===== src/rtl/led_cmd_parser.sv =====
// UART command parser: consumes "C<hex><hex>\r" frames from an RX FIFO, updates the LED colour
// and optionally answers each accepted/rejected frame with 'K' or 'E' over the UART transmitter.
module led_cmd_parser #(
    parameter int unsigned TIMEOUT_CYCLES = 1_000_000,
    parameter bit          ACK_EN         = 1'b1
) (
    input  logic       Clock,
    input  logic       Reset,
    input  logic       i_Fifo_Not_Empty,
    output logic       o_Read_FIFO,
    input  logic [7:0] i_Fifo_Data,
    output logic       o_Tx_Start,
    output logic [7:0] o_Tx_Data,
    input  logic       i_Tx_Busy,
    output logic [7:0] o_Colour,
    output logic       o_Colour_Valid,
    output logic       o_Error
);

    localparam int unsigned CNT_W = $clog2(TIMEOUT_CYCLES + 1);
    localparam logic [7:0]  CH_C  = 8'h43;
    localparam logic [7:0]  CH_CR = 8'h0D;
    localparam logic [7:0]  CH_K  = 8'h4B;
    localparam logic [7:0]  CH_E  = 8'h45;

    typedef enum logic [1:0] {
        ST_WAIT,
        ST_FETCH,
        ST_DECODE,
        ST_REPLY
    } state_t;

    state_t           state, state_next;
    logic [1:0]       pos, pos_next;
    logic [3:0]       hi, hi_next;
    logic [3:0]       lo, lo_next;
    logic [CNT_W-1:0] cnt, cnt_next, cnt_inc;
    logic [7:0]       reply, reply_next;
    logic             read_next;
    logic             start_next;
    logic [7:0]       tx_data_next;
    logic [7:0]       colour_next;
    logic             colour_valid_next;
    logic             error_next;
    logic             frame_ok;
    logic             frame_bad;
    logic [4:0]       hex_val;

    // {valid, nibble} for an ASCII hex digit, either case.
    function automatic logic [4:0] to_nibble(input logic [7:0] b);
        logic [4:0] r;
        r = 5'b0;
        if (b >= 8'h30 && b <= 8'h39) begin
            r = {1'b1, b[3:0]};
        end else if ((b >= 8'h41 && b <= 8'h46) || (b >= 8'h61 && b <= 8'h66)) begin
            r = {1'b1, 4'(b[3:0] + 4'd9)};
        end
        return r;
    endfunction

    assign hex_val = to_nibble(i_Fifo_Data);

    always_ff @(posedge Clock or posedge Reset) begin
        if (Reset) begin
            state          <= ST_WAIT;
            pos            <= 2'd0;
            hi             <= 4'd0;
            lo             <= 4'd0;
            cnt            <= '0;
            reply          <= 8'h00;
            o_Read_FIFO    <= 1'b0;
            o_Tx_Start     <= 1'b0;
            o_Tx_Data      <= 8'h00;
            o_Colour       <= 8'h00;
            o_Colour_Valid <= 1'b0;
            o_Error        <= 1'b0;
        end else begin
            state          <= state_next;
            pos            <= pos_next;
            hi             <= hi_next;
            lo             <= lo_next;
            cnt            <= cnt_next;
            reply          <= reply_next;
            o_Read_FIFO    <= read_next;
            o_Tx_Start     <= start_next;
            o_Tx_Data      <= tx_data_next;
            o_Colour       <= colour_next;
            o_Colour_Valid <= colour_valid_next;
            o_Error        <= error_next;
        end
    end

    always_comb begin
        state_next        = state;
        pos_next          = pos;
        hi_next           = hi;
        lo_next           = lo;
        cnt_next          = cnt;
        cnt_inc           = cnt + CNT_W'(1);
        reply_next        = reply;
        read_next         = 1'b0;
        start_next        = 1'b0;
        tx_data_next      = o_Tx_Data;
        colour_next       = o_Colour;
        colour_valid_next = 1'b0;
        error_next        = 1'b0;
        frame_ok          = 1'b0;
        frame_bad         = 1'b0;

        // Inter-byte timeout; a DECODE cycle overrides it below.
        if (state != ST_DECODE && pos != 2'd0) begin
            if (cnt_inc == CNT_W'(TIMEOUT_CYCLES)) begin
                pos_next = 2'd0;
                hi_next  = 4'd0;
                lo_next  = 4'd0;
                cnt_next = '0;
            end else begin
                cnt_next = cnt_inc;
            end
        end

        case (state)
            ST_WAIT: begin
                if (i_Fifo_Not_Empty) begin
                    read_next  = 1'b1;
                    state_next = ST_FETCH;
                end
            end
            ST_FETCH: begin
                state_next = ST_DECODE;
            end
            ST_DECODE: begin
                cnt_next   = '0;
                state_next = ST_WAIT;
                case (pos)
                    2'd0: begin
                        if (i_Fifo_Data == CH_C) pos_next = 2'd1;
                    end
                    2'd1: begin
                        if (hex_val[4]) begin
                            hi_next  = hex_val[3:0];
                            pos_next = 2'd2;
                        end else begin
                            frame_bad = 1'b1;
                        end
                    end
                    2'd2: begin
                        if (hex_val[4]) begin
                            lo_next  = hex_val[3:0];
                            pos_next = 2'd3;
                        end else begin
                            frame_bad = 1'b1;
                        end
                    end
                    default: begin
                        if (i_Fifo_Data == CH_CR) frame_ok = 1'b1;
                        else frame_bad = 1'b1;
                    end
                endcase
                if (frame_ok) begin
                    colour_next       = {hi, lo};
                    colour_valid_next = 1'b1;
                    reply_next        = CH_K;
                end
                if (frame_bad) begin
                    error_next = 1'b1;
                    reply_next = CH_E;
                end
                if (frame_ok || frame_bad) begin
                    pos_next = 2'd0;
                    hi_next  = 4'd0;
                    lo_next  = 4'd0;
                    if (ACK_EN) state_next = ST_REPLY;
                end
            end
            default: begin
                if (!i_Tx_Busy) begin
                    start_next   = 1'b1;
                    tx_data_next = reply;
                    state_next   = ST_WAIT;
                end
            end
        endcase
    end

endmodule


===== config.mk =====
export PLATFORM = sky130hd
export DESIGN_NAME = led_cmd_parser
export DESIGN_NICKNAME = d
export VERILOG_FILES = /design/src/rtl/led_cmd_parser.sv
export SDC_FILE = /design/constraint.sdc
export NUM_CORES = 1
export LEC_CHECK = 0
export CORE_MARGIN = 8
export CORE_UTILIZATION = 49
export DETAILED_ROUTE_END_ITERATION = 6
export PLACE_DENSITY = 0.71
export SETUP_SLACK_MARGIN = 0.3
export SLEW_MARGIN = 30
export SYNTH_ARGS = -nofsm -noshare
export SYNTH_HDL_FRONTEND = slang
export SYNTH_SLANG_ARGS = --single-unit

===== constraint.sdc =====
create_clock -name Clock -period 2.3 [get_ports Clock]
set_input_delay 0.46 -clock Clock [delete_from_list [all_inputs] [get_ports Clock]]
set_output_delay 0.46 -clock Clock [all_outputs]
set_load 0.05 [all_outputs]

==> results.md <==
* Status: finished, final reports clean
* Count of cell types in the netlist at 54
* Num CTS Buffers at 5
* Worst min path class: flop to flop
* Root Buffer: clkbuf_8
* Fin. Hold Viols at 0
* Main flop type after synthesis: dfrtp_1
* Layout Skew at 0.0113 ns
* Final net count at 424
* Seq/Total Area, Yosys at 0.418
* Async set or reset register ratio after synthesis at 1.00
* Longest Clk Path Bufs at 2
* Slowest CP cell: dfrtp_2
* Post-synthesis cell count at 314
* Core ar. at 5920 sq um
* Slew HR at 0.657
* Tcrit/Tclk final at 0.912
* HPWL after detailed placement at 4.91 mm
* Most common cell on crit path: nand4_1
* Clk Latency, worst-skew pair at 0.31 ns
* CP Max Fanout at 5
* Die Area at 8870 sq um
* GRT Total Usage at 0.179
* Static Leak at 0.00176 uW
* Finished Core Util at 0.706
* Syn avg cell area at 9.53 sq um
* Vias per cell at 5.71
* Worst path arrival time at 2.30 ns
* Cts hold-fix bufs at 0
* Clk sink count at 50
* Highest clock rate at 477 MHz
* CTS H-tree lvls at 2
* Worst VDD drop at 0.000863 V
* Routed WL at 7.89 mm
* Max incr delay on CP at 0.41 ns
* Seq cells post-synth at 50
* WS Path Type: flop to flop
* CTS tree: done
* # port buffers at 28
* Slew @ Worst Pin at 0.514 ns
* Pin count of the biggest net entering global routing at 51
* Ports at 32
* Diode count at 0
* Slew Viols, Final at 0
* Yosys warnings at 0
* Filler cells at 449
* Layout cells sized above 1 at 0.385
* CP endpoint kind: flop
* Worst-path clk slew at 0.10 ns
* Max-Cap Viols at 0
* Commonest non-fill, non-tap cell in the layout: buf_4
* Initial Utilization at 0.505
* Total grt overflow at 0
* Power Density at 714 nW/um^2
* Initial antenna violation count at 0
* DRC Markers at 0
* Syn Std Cell Area at 2990 sq um
* Die Y at 94.2 um
* Startpoint types: flop
* Final Wtd Congestion at 0.870
* Vias at 2,740
* Number of flops mapped to enable cells by yosys at 0
* First-pass GRT wire length at 12.8 mm
* Final setup viols at 0
* Drt first pass iters at 4
* Number of global-route vias before repair at 2,734
* DRT antenna net count at 0
* Area grow syn2layout at 39.8%
* Most frequent cells in the layout: buf_4 (65), dfrtp_1 (37), nor2_1 (23), nand2_1 (22), clkdlybuf4s50_1 (20)
* Fin crit period at 2.10 ns
* Num rows at 28
* Crit-path cells: nand4_1, nor4_4, buf_4, mux2i_4, nand4_1, buf_6, nor2_4, o22ai_1
* Total negative slack at 0 ns
* Worst EP required at 2.50 ns
* Routed len/inst at 16.4 um
* DR iter-0 viols at 157
* Die W at 94.2 um
* RSZ-0062 raised after global routing: true
-- stage by stage --
stage / total power, uW / area [sq um] / hold slack (ns) / cells / worst slack [ns]
3_5_place_dp: 2220 / 3580 / 0.456 / 435 / -0.294
6_report: 2990 / 4180 / 0.475 / 480 / 0.202
5_1_grt: 3140 / 4180 / 0.505 / 480 / 0.109
2_1_floorplan: 1850 / 3010 / 0.435 / 316 / 0.320
3_3_place_gp: 2190 / 3580 / 0.459 / 435 / -0.263
4_1_cts: 2910 / 4030 / 0.477 / 471 / 0.302
-- final cells by class --
class / count / area (sq um) / area share
flip-flops and latches: 50 / 1270 / 0.303
repair buffers: 99 / 837 / 0.200
clock buffers: 5 / 68.8 / 0.0165
multi-input cells: 235 / 1840 / 0.441
well taps: 75 / 93.8 / 0.0224
inverters: 13 / 48.8 / 0.0117
clock inverters: 3 / 23.8 / 0.00568
-- timing repair --
action | 4_1_cts | 5_1_grt
cloned | 1 | 0
pin swaps | 15 | 19
endpoints found under the setup margin | 30 | 32
resized for setup | 57 | 25
buffers inserted | 27 | 9
-- power by group --
part / switching (uW) / leakage (uW) / internal, uW
logic: 792 / 0.00107 / 550
registers: 103 / 0.000653 / 997
clock network: 327 / 0.0000408 / 218
-- flip-flops by register name, summed over array words and instances, names as in the netlist --
signal	cells
cnt	20
hi	4
lo	4
o_Colour	8
o_Colour_Valid	1
o_Error	1
o_Read_FIFO	1
o_Tx_Data	3
o_Tx_Start	1
pos	2
reply	3
state	2
-- cell families after synthesis --
family,count (synthesis),synth area share
AND/OR/NAND/NOR,142,0.268
AO/OA/AOI/OAI,52,0.135
flip-flops,50,0.418
buffers and inverters,32,0.0497
XOR/XNOR,16,0.0468
multiplexers,13,0.0477
adder cells (fa/ha/maj),8,0.0334
other,1,0.00125
-- path summary, 6_finish.rpt --
check                      slack (ns)            startpoint                   end  cells after the start
min                              0.48  reply[0]$_DFFE_PP0P_  reply[0]$_DFFE_PP0P_                      1
max reg2reg                      0.20    cnt[4]$_DFFE_PP0P_       hi[1]$_DFF_PP0_                      8
min in group asynchronous        0.50                 Reset   cnt[11]$_DFFE_PP0P_                      3
max                              0.20    cnt[4]$_DFFE_PP0P_       hi[1]$_DFF_PP0_                      8
min reg2reg                      0.48  reply[0]$_DFFE_PP0P_  reply[0]$_DFFE_PP0P_                      1
max in group asynchronous        1.55                 Reset   cnt[14]$_DFFE_PP0P_                      3
-- Yosys cell counts, types with 3 or more instances --
| cell type | n | area share |
|---|---|---|
| a2111oi_2 | 4 | 0.020 |
| a21oi_1 | 7 | 0.012 |
| a31oi_1 | 4 | 0.0084 |
| and2_1 | 4 | 0.0084 |
| and3_1 | 3 | 0.0063 |
| and4_1 | 4 | 0.012 |
| buf_2 | 5 | 0.0084 |
| buf_4 | 6 | 0.015 |
| clkbuf_1 | 8 | 0.010 |
| dfrtp_1 | 50 | 0.42 |
| ha_1 | 8 | 0.033 |
| inv_1 | 13 | 0.016 |
| mux2_2 | 10 | 0.038 |
| mux2i_1 | 3 | 0.010 |
| nand2_1 | 23 | 0.029 |
| nand2b_1 | 9 | 0.019 |
| nand3_1 | 17 | 0.028 |
| nand3b_1 | 7 | 0.018 |
| nand4_1 | 9 | 0.019 |
| nor2_1 | 27 | 0.034 |
| nor2b_1 | 3 | 0.0063 |
| nor3_1 | 13 | 0.022 |
| nor4_1 | 4 | 0.0084 |
| o21a_1 | 3 | 0.0075 |
| o21ai_0 | 13 | 0.022 |
| o22ai_1 | 6 | 0.013 |
| or2_2 | 3 | 0.0063 |
| xnor2_1 | 11 | 0.032 |
| xor2_1 | 5 | 0.015 |
-- routing by layer --
| metal | wire length [um] | GRT usage |
|---|---|---|
| met1 | 3310 | 0.206 |
| met2 | 4060 | 0.312 |
| met3 | 286 | 0.0336 |
| met4 | 226 | 0.0832 |
| met5 | 0 | 0 |
-- worst max-delay path: cells and delay by family (launching register included) --
family / cells / cell delay (ns)
flops: 1 / 0.41
simple gates: 4 / 0.86
mux: 1 / 0.25
compound gates: 1 / 0.10
buf+inv: 2 / 0.35
(Power assumes the default switching activity.)
==> RTL edit, RTL diff (same flow settings) <==
Put one more register stage on the output `o_Error`, without a reset. The value now appears one clock later. The other outputs are not delayed to match.
--- a/src/rtl/led_cmd_parser.sv
+++ b/src/rtl/led_cmd_parser.sv
@@ -30,4 +30,6 @@
         ST_REPLY
     } state_t;
+
+    logic o_Error_s0;
 
     state_t           state, state_next;
@@ -74,5 +76,5 @@
             o_Colour       <= 8'h00;
             o_Colour_Valid <= 1'b0;
-            o_Error        <= 1'b0;
+            o_Error_s0     <= 1'b0;
         end else begin
             state          <= state_next;
@@ -87,5 +89,5 @@
             o_Colour       <= colour_next;
             o_Colour_Valid <= colour_valid_next;
-            o_Error        <= error_next;
+            o_Error_s0     <= error_next;
         end
     end
@@ -184,4 +186,8 @@
     end
 
+    always_ff @(posedge Clock) begin
+        o_Error <= o_Error_s0;
+    end
+
 endmodule
 
Formal check against the unedited RTL: not equivalent (a bounded check fails within 10 cycles, from zero or initial values and one cycle with Reset high).
==> RTL edit against the original RTL <==
Total power decreased by 22%; sequential cell count increased by 1; area after synthesis decreased by 5.2%; worst hold slack got worse by 0.13 ns; cell area decreased by 7.3%; global-route usage decreased by 1.8 points; worst setup slack got worse by 0.16 ns; first-iteration DRC count decreased by 12%; wire length decreased by 11%; non-clock buffer count decreased by 15; maximum frequency decreased by 7.1%; critical path type unchanged; critical endpoint is now hi[2]; highest routed layer unchanged.
==> RTL edit: results (changes against the original RTL) <==
| Metric | Value |
|---|---|
| Ranking of synthesized cells by area | `dfrtp_1 (44%), mux2_2 (4.0%), nand3_1 (3.9%) (was dfrtp_1 (42%), mux2_2 (3.8%), nor2_1 (3.4%))` |
| CP Max Fanout | `10 (was 5)` |
| Flop2flop setup slack | `0.04 ns (was 0.20 ns)` |
| Pre-CTS setup slack | `-0.203 ns (was -0.294 ns)` |
| Layout area overhead | `36.6% (was 39.8%)` |
| Crit-path slowest cell | `dfrtp_1 (was dfrtp_2)` |
| Worst Hold End | `o_Error (was reply[0])` |
| Worst reg2reg endpoint | `hi[2] (was hi[1])` |
| Placed cells | `426 (was 435)` |
| Worst reg2reg path startpoint | `cnt[0] (was cnt[4])` |
| Slew HR | `63.4% (was 65.7%)` |
| Final nets | `391 (was 424)` |
| Post-synth ARST share | `98.0% (was 100%)` |
| GPL Wtd Cong | `0.900 (was 0.870)` |
| Synth Area in XOR/XNOR | `7.10% (was 4.68%)` |
| Mux cell area share after synthesis | `3.97% (was 4.77%)` |
| Worst Clk Skew | `0.0105 ns (was 0.0113 ns)` |
| Status | `finished clean (unchanged)` |
| CTS resizes | `20 (was 57)` |
| Hold Slack | `0.349 ns (was 0.475 ns)` |
| Critical path arrival | `2.45 ns (was 2.30 ns)` |
| WL final | `7.03 mm (was 7.89 mm)` |
| Worst Hold Path Cells | `0 (was 1)` |
| IR drop worst, VDD | `0.000527 V (was 0.000863 V)` |
| Synth Area in Compound Gates | `12.7% (was 13.5%)` |
| Post-synthesis adder-cell area fraction | `3.53% (was 3.34%)` |
-- RTL edit: cell types whose count changed in the layout (fill, tap and decap cells not counted), moves of 6 or more --
cell / unedited run / this run
dlymetal6s2s_1: 1 / 7
nand2b_1: 9 / 3
dfrtp_1: 37 / 49
buf_4: 65 / 51
xor2_1: 5 / 11
dfrtp_2: 13 / 1
-- RTL edit: metal layers --
metal	GRT usage, %	up-vias	wire length, um
met5	0	-	0
met4	3.76	0	51
met3	3.02	6	307
met2	26.3	67	3360
met1	21.4	1223	3320
li1	-	1196	-
-- RTL edit: power breakdown --
group	leakage [nW]	switching (mW)	internal (mW)	total [mW]
Clock	0.0491	0.335	0.225	0.560
Sequential	0.692	0.0540	0.965	1.02
Combinational	1.11	0.477	0.260	0.737
-- RTL edit: layout make-up --
cell class | instances | share of cell area (%)
multi-input combinational | 215 | 41.4
tap | 72 | 2.32
sequential | 51 | 32.8
inverter | 14 | 1.36
clock inverter | 3 | 0.678
timing repair buffer | 84 | 19.7
clock buffer | 5 | 1.77
-- RTL edit: worst reg2reg max path: stages (launching register included) --
cell	delay, ns
dfrtp_1	0.44
ha_2	0.21
nand4_1	0.11
buf_6	0.14
nor3_4	0.06
or3_4	0.36
a211oi_4	0.28
nand4_4	0.15
nor3_4	0.18
buf_12	0.15
o22ai_1	0.08
-- RTL edit: worst max-delay path by stage --
| stage | slack [ns] | end |
|---|---|---|
| after detailed placement | -0.20 | reply[3] |
| after floorplan | 0.13 | hi[1] |
| after global placement | -0.1 | hi[3] |
| final | 0.04 | hi[2] |
| after CTS | 0.08 | cnt[17] |
| after global routing | -0.06 | hi[2] |
